==> src/rtl/shift_seq_ctrl_pkg.sv <==
// rtl/shift_seq_ctrl_pkg.sv - shared state encoding and direction constants for shift_seq_ctrl
package shift_seq_ctrl_pkg;

  typedef enum logic [1:0] {
    ST_IDLE  = 2'd0,
    ST_SHIFT = 2'd1,
    ST_DONE  = 2'd2
  } state_e;

  localparam logic DIR_RIGHT = 1'b0;
  localparam logic DIR_LEFT  = 1'b1;

endpackage

==> src/rtl/shift_seq_reg.sv <==
// rtl/shift_seq_reg.sv - N-bit load/shift register stepped one bit per enabled cycle
module shift_seq_reg
  import shift_seq_ctrl_pkg::*;
#(
  parameter int N = 32
) (
  input  logic         clk,
  input  logic         clr,
  input  logic         load,
  input  logic [N-1:0] load_data,
  input  logic         shift_en,
  input  logic         dir,
  input  logic         fill,
  output logic [N-1:0] q
);

  // load wins over shift so an accept never blends with a stale step
  always_ff @(posedge clk) begin
    if (clr) begin
      q <= '0;
    end else if (load) begin
      q <= load_data;
    end else if (shift_en) begin
      if (dir == DIR_LEFT) begin
        q <= {q[N-2:0], fill};
      end else begin
        q <= {fill, q[N-1:1]};
      end
    end
  end

endmodule

==> src/rtl/shift_seq_ctrl.sv <==
// rtl/shift_seq_ctrl.sv - command-driven shift sequencer; optional rotate via SHIFT_SEQ_CTRL_ROT_EN
module shift_seq_ctrl
  import shift_seq_ctrl_pkg::*;
#(
  parameter int N  = 32,
  parameter int AW = $clog2(N) + 1
) (
  input  logic          clk,
  input  logic          clr,
  input  logic          cmd_valid,
  output logic          cmd_ready,
  input  logic          cmd_dir,
  input  logic [AW-1:0] cmd_amt,
  input  logic [N-1:0]  cmd_data,
`ifdef SHIFT_SEQ_CTRL_ROT_EN
  input  logic          cmd_rot,
`endif
  output logic          res_valid,
  input  logic          res_ready,
  output logic [N-1:0]  res_data,
  output logic          busy
);

  localparam logic [1:0] IDLE  = ST_IDLE;
  localparam logic [1:0] SHIFT = ST_SHIFT;
  localparam logic [1:0] DONE  = ST_DONE;

  localparam logic [AW-1:0] N_AMT = AW'(N);

  logic [1:0]    state;
  logic [AW-1:0] cnt;
  logic [AW-1:0] amt_sat;
  logic          dir_q;
  logic          rst_q;
  logic          accept;
  logic          fill;
  logic [N-1:0]  q;

  // rst_q keeps cmd_ready low for the whole time clr is asserted
  assign cmd_ready = (state == IDLE) && !rst_q;
  assign res_valid = (state == DONE);
  assign busy      = (state != IDLE);
  assign res_data  = q;

  assign accept  = cmd_ready && cmd_valid;
  assign amt_sat = (cmd_amt > N_AMT) ? N_AMT : cmd_amt;

`ifdef SHIFT_SEQ_CTRL_ROT_EN
  logic rot_q;

  always_ff @(posedge clk) begin
    if (clr) begin
      rot_q <= 1'b0;
    end else if (accept) begin
      rot_q <= cmd_rot;
    end
  end

  // rotate feeds the bit leaving one end back into the other
  assign fill = rot_q & ((dir_q == DIR_LEFT) ? q[N-1] : q[0]);
`else
  assign fill = 1'b0;
`endif

  always_ff @(posedge clk) begin
    if (clr) begin
      state <= IDLE;
      cnt   <= '0;
      dir_q <= DIR_RIGHT;
      rst_q <= 1'b1;
    end else begin
      rst_q <= 1'b0;
      case (state)
        IDLE: begin
          if (accept) begin
            dir_q <= cmd_dir;
            cnt   <= amt_sat;
            state <= (amt_sat == '0) ? DONE : SHIFT;
          end
        end
        SHIFT: begin
          cnt <= cnt - AW'(1);
          if (cnt == AW'(1)) begin
            state <= DONE;
          end
        end
        DONE: begin
          if (res_ready) begin
            state <= IDLE;
          end
        end
        default: state <= IDLE;
      endcase
    end
  end

  shift_seq_reg #(
    .N(N)
  ) u_reg (
    .clk      (clk),
    .clr      (clr),
    .load     (accept),
    .load_data(cmd_data),
    .shift_en (state == SHIFT),
    .dir      (dir_q),
    .fill     (fill),
    .q        (q)
  );

endmodule

==> config.mk <==
export PLATFORM = sky130hd
export DESIGN_NAME = shift_seq_ctrl
export DESIGN_NICKNAME = d
export VERILOG_FILES = /design/src/rtl/shift_seq_ctrl_pkg.sv /design/src/rtl/shift_seq_reg.sv /design/src/rtl/shift_seq_ctrl.sv
export SDC_FILE = /design/constraint.sdc
export NUM_CORES = 1
export LEC_CHECK = 0
export CAP_MARGIN = 20
export CELL_PAD_IN_SITES_DETAIL_PLACEMENT = 1
export CELL_PAD_IN_SITES_GLOBAL_PLACEMENT = 2
export CORE_MARGIN = 2
export CORE_UTILIZATION = 30
export CTS_BUF_LIST = sky130_fd_sc_hd__clkbuf_2 sky130_fd_sc_hd__clkbuf_4 sky130_fd_sc_hd__clkbuf_8
export DETAILED_ROUTE_END_ITERATION = 7
export GPL_ROUTABILITY_DRIVEN = 0
export GPL_TIMING_DRIVEN = 0
export PLACE_DENSITY_LB_ADDON = 0.1
export SKIP_LAST_GASP = 1
export SYNTH_ARGS = -nofsm -noshare
export SYNTH_HDL_FRONTEND = slang
export SYNTH_SLANG_ARGS = --single-unit
==> constraint.sdc <==
create_clock -name clk -period 2.35 [get_ports clk]
set_input_delay 0.235 -clock clk [delete_from_list [all_inputs] [get_ports clk]]
set_output_delay 0.235 -clock clk [all_outputs]
set_load 0.01 [all_outputs]
Word level (Yosys, flattened, before mapping)
Index checks and enable logic that the tools add are counted.
Word-level totals
  register bits after elaboration: 42
  bits of input ports: 43
  output and inout port bits: 35
  word-level logic and storage cells: 36
Cells by class
  add/sub/neg operators: 1
  $lt $le $gt $ge: 1
  equality and inequality tests: 6
  mux-type cells: 12
  reduce and logical (&&, ||, !) cells: 11
Operators by type and width (count)
  $mux 32: 3
  $mux 6: 2
  $pmux 6 s2: 1
  $mux 2: 4
  $eq 6x1->1 const B: 1
  $gt 6x6->1 const B: 1
  $logic_not 6->1: 1
  $pmux 2 s3: 1
  $reduce_bool 2->1: 3
  $sub 6x1->6 const B: 1
  $ne 2x2->1 const B: 2
  $reduce_and 2->1: 2
  $reduce_and 3->1: 1
  $eq 2x1->1 const B: 1
  $eq 2x2->1 const B: 1
  $logic_and 1x1->1: 2
  $logic_not 2->1: 1
  $ne 2x1->1 const B: 1
  $logic_not 1->1: 1
  $mux 1: 1

Longest topological paths before layout
  word-level depth: 6
  depth in mapped cells: 6
  gate-level depth less buffers: 6

Hierarchy
A second synthesis with hierarchy kept.
Second synthesis, totals
  cells, all modules: 260
  area total of the unflattened synthesis: 2672.6 µm²
By module, submodules not included
  shift_seq_reg: instances 1, cells each 186, area each 2089.5 µm², seq. area each 640.6 µm²
  shift_seq_ctrl: instances 1, cells each 74, area each 583.1 µm², seq. area each 200.2 µm²

Least setup slack after synthesis
No wires, ideal clock.
  kind: register -> register
  start: reg state[0]
  end: reg u_reg.q[10]
  library setup time: 142 ps
  arrival time: 1310 ps
  data required time: 2208 ps
  slack: 898 ps
  stages on the path, launching flop included: 6
  path buffers: 2
  clock period less this slack: 1452 ps
  path through: dfxtp_1 > or4b_4 > buf_6 > buf_6 > o211ai_2 > a21oi_2
Between the ends
  longest elaborated chain between the ends: 4
  elaborated cells between the ends (all ways): 6
  classes of those cells: eq/ne: 1; mux: 1; reduce/logical: 4
RTL lines
  from (decl): line shift_seq_ctrl.sv:30  | logic [1:0] state;
  from (signal assigned): line shift_seq_ctrl.sv:78  | state <= (amt_sat == '0) ? DONE : SHIFT;
  $logic_not 2->1: line shift_seq_ctrl.sv:40  | assign cmd_ready = (state == IDLE) && !rst_q;
  $logic_and 1x1->1: line shift_seq_ctrl.sv:40
  $logic_and 1x1->1: line shift_seq_ctrl.sv:45  | assign accept = cmd_ready && cmd_valid;
  $mux 32 / $reduce_bool 2->1 (equally long branches)
  to (signal assigned): line shift_seq_reg.sv:22  | q <= load_data;
  to (signal assigned): line shift_seq_reg.sv:25  | q <= {q[N-2:0], fill};
  to (signal assigned): line shift_seq_reg.sv:27  | q <= {fill, q[N-1:1]};
  to (decl): line shift_seq_reg.sv:14  | output logic [N-1:0] q
Several ways; a longest one is shown, not always the timed one.
A chain may end at the register's enable or synchronous reset.

Final worst setup path
  start: reg state[0]
  end: out cmd_ready
Between the ends
  longest elaborated chain between the ends: 2
RTL lines
  $logic_not 2->1: line shift_seq_ctrl.sv:40
  $logic_and 1x1->1: line shift_seq_ctrl.sv:40
  to (decl): line shift_seq_ctrl.sv:11  | output logic cmd_ready,
No other way between the ends.

==> metrics <==
most frequent cells in the layout=clkdlybuf4s50_1, nand2_1, dfxtp_1, mux2i_1; # IOs=78; CP required=2120 ps; Worst slew margin=0.4804; Sw Pwr=0.6116 mW; All-Layer GR Usage=0.1756; Synth Cell Area=0.002442 sq mm; ys async rst share=0; die area=0.008879 sq mm; largest net degree at the start of global routing=13; EDFF count, synth=0; Tot Pwr=1.898 mW; final hold slack=411.2 ps; Residual DRC=0; reg2reg start=state[0]$_SDFFE_PP0P_; share of the synthesized area in the top cell type=0.3443; M1 GR Usage=0.2346; std cell rows=32; P_int=1.286 mW; Setup WS post-layout=438.2 ps; syn nets=321; Hold Startpoint=clr; post-synth top area cell=dfxtp_1; maximum VDD drop=0.2201 mV; Vias=2316; Post-DP Area=0.003341 sq mm; CP Data Arrival Time=1680 ps; number of hold violations in the final report=0; clk_skew=3.825 ps; layout cells sized above 1=0.1889; RSZ-0062 raised after global routing=no; final net count=405; Final Setup Violations=0; LEAKAGE=1.148 nW; total setup buffers inserted after CTS=0; Setup TNS=0 ps; post_cts resized=0; DRT Pass-1 Iters=4; Synth Instances=276; number of global-route vias before repair=2384; max-slew violation count=0; Switching Fraction=0.3223; TritonCTS clock tree=yes; Starting Density=0.3128; Final period util=0.8135; Flop pwr share=0.450; Power Dens Cells=555.0 mW/mm^2; commonest non-fill, non-tap cell in the layout=clkdlybuf4s50_1; min Tclk post-route=1912 ps; f_max=523.1 MHz; Area contributors post-synth=dfxtp_1, mux2i_1, nand2_1; worst-path fanout max=9; endpoint class of the critical path=output pin; R2R Setup Slk=700 ps; First DRT Iteration DRCs=50; status=finished, final reports clean; Critical path origin=state[0]$_SDFFE_PP0P_; antenna violations before repair=0; Post-synth top flop=dfxtp_1; Hold WC Path Type=in2reg; first-pass GRT wire length=12.20 mm; Clock power frac=0.247; Clock Pin Slew Worst Setup and Hold Paths=80 ps; Comb power frac=0.303; hpwl dp=5.409 mm; PortBufs=77; CTS Buf Count=5; Unique masters post-synth=39; Clock Path Buffers=2; WL/cell=16.01 microns; final WL=7.398 mm; busiest grt layer=met2; mean area per synthesized cell=8.849 sq um; total grt overflow=0; # clock sinks=42; Clock Latency Late Sink=300 ps; Slew @ Worst Pin=779.5 ps; Worst setup SP type=flop; Layout area overhead=40.01%; die height=94.23 microns; Setup WS pre-CTS=452.0 ps; Core Box Area=0.007807 sq mm; maxcap violations=0; met3 Use GR=0.02809; Post-CTS Hold Fix Bufs=0; ANT cells=0; post-route cell area=0.003420 sq mm; clock root cell=clkbuf_8; Yosys reg bits=42; Synthesis Warnings=0; M2 GR Usage=0.2946; H-Tree Depth=2; register area share after synthesis=0.3443; Die X-Extent=94.23 microns; vias per cell=5.013; worst setup path class=reg2out; post-route ant nets=0
[registers in the layout, summed over array words and instances (netlist names)]
register	cells
cnt	6
dir_q	1
rst_q	1
state	2
u_reg.q	32
[power groups by stage]
stage,Sequential [mW],Combinational (mW),Clock [mW]
2_1_floorplan,0.872,0.315,0
3_3_place_gp,0.872,0.574,0
3_5_place_dp,0.873,0.581,0
4_1_cts,0.857,0.585,0.495
5_1_grt,0.867,0.635,0.522
6_report,0.854,0.575,0.469
[metrics by stage]
step	instances	utilization
4_1_cts	462	0.4380
3_5_place_dp	455	0.4279
6_report	462	0.4380
5_1_grt	462	0.4380
3_3_place_gp	455	0.4279
2_1_floorplan	276	-
[layout make-up]
cell class              count  area (sq um)
clock inverters             2         10.01
repair buffers             77         770.7
clock buffers               5         68.82
flip-flops and latches     42         840.8
fillers                   954          4388
inverters                   4         15.01
well taps                 102         127.6
plain buffers              23         126.4
multi-input cells         207          1460
[worst max-delay path, cell delays in order, from the launching register on]
cell	delay [ps]
dfxtp_1	380
or2_2	360
nor2_1	90
clkdlybuf4s50_1	540
[routing by layer]
| layer | part of all wire | wire length (microns) |
|---|---|---|
| met1 | 0.47 | 3500 |
| met2 | 0.49 | 3589 |
| met3 | 0.033 | 242 |
| met4 | 0.0089 | 66 |
| met5 | 0 | 0 |
[kinds of logic after synthesis]
kind of cell | count (synthesis) | synth area share
AO/OA/AOI/OAI | 76 | 0.2736
XOR/XNOR | 2 | 0.007173
multiplexers | 31 | 0.1276
adder cells (fa/ha/maj) | 2 | 0.01024
flip-flops | 42 | 0.3443
buffers and inverters | 27 | 0.05789
AND/OR/NAND/NOR | 96 | 0.1793
[final timing paths]
| check | endpoint | depth (start not counted) |
|---|---|---|
| setup / recovery | cmd_ready | 3 |
| hold / removal | rst_q$_DFF_P_ | 1 |
| setup reg to reg | u_reg.q[12]$_SDFFE_PP0P_ | 6 |
| hold reg to reg | cnt[5]$_SDFFE_PP0P_ | 2 |
[Yosys cell counts, types with 2 or more instances]
library cell	count
nor3_1	2
xor2_1	2
nand2_1	67
o211ai_1	9
a2bb2oi_1	2
a21oi_2	20
nand3_1	3
buf_6	3
nor2b_1	2
ha_1	2
o211ai_2	20
nand3b_1	2
o21ai_0	2
nor2_4	2
nand2b_1	4
buf_2	11
a222oi_1	3
nor2_1	7
inv_1	4
dfxtp_1	42
mux2i_1	30
a21oi_1	14
clkbuf_1	7
(Power assumes the default switching activity.)
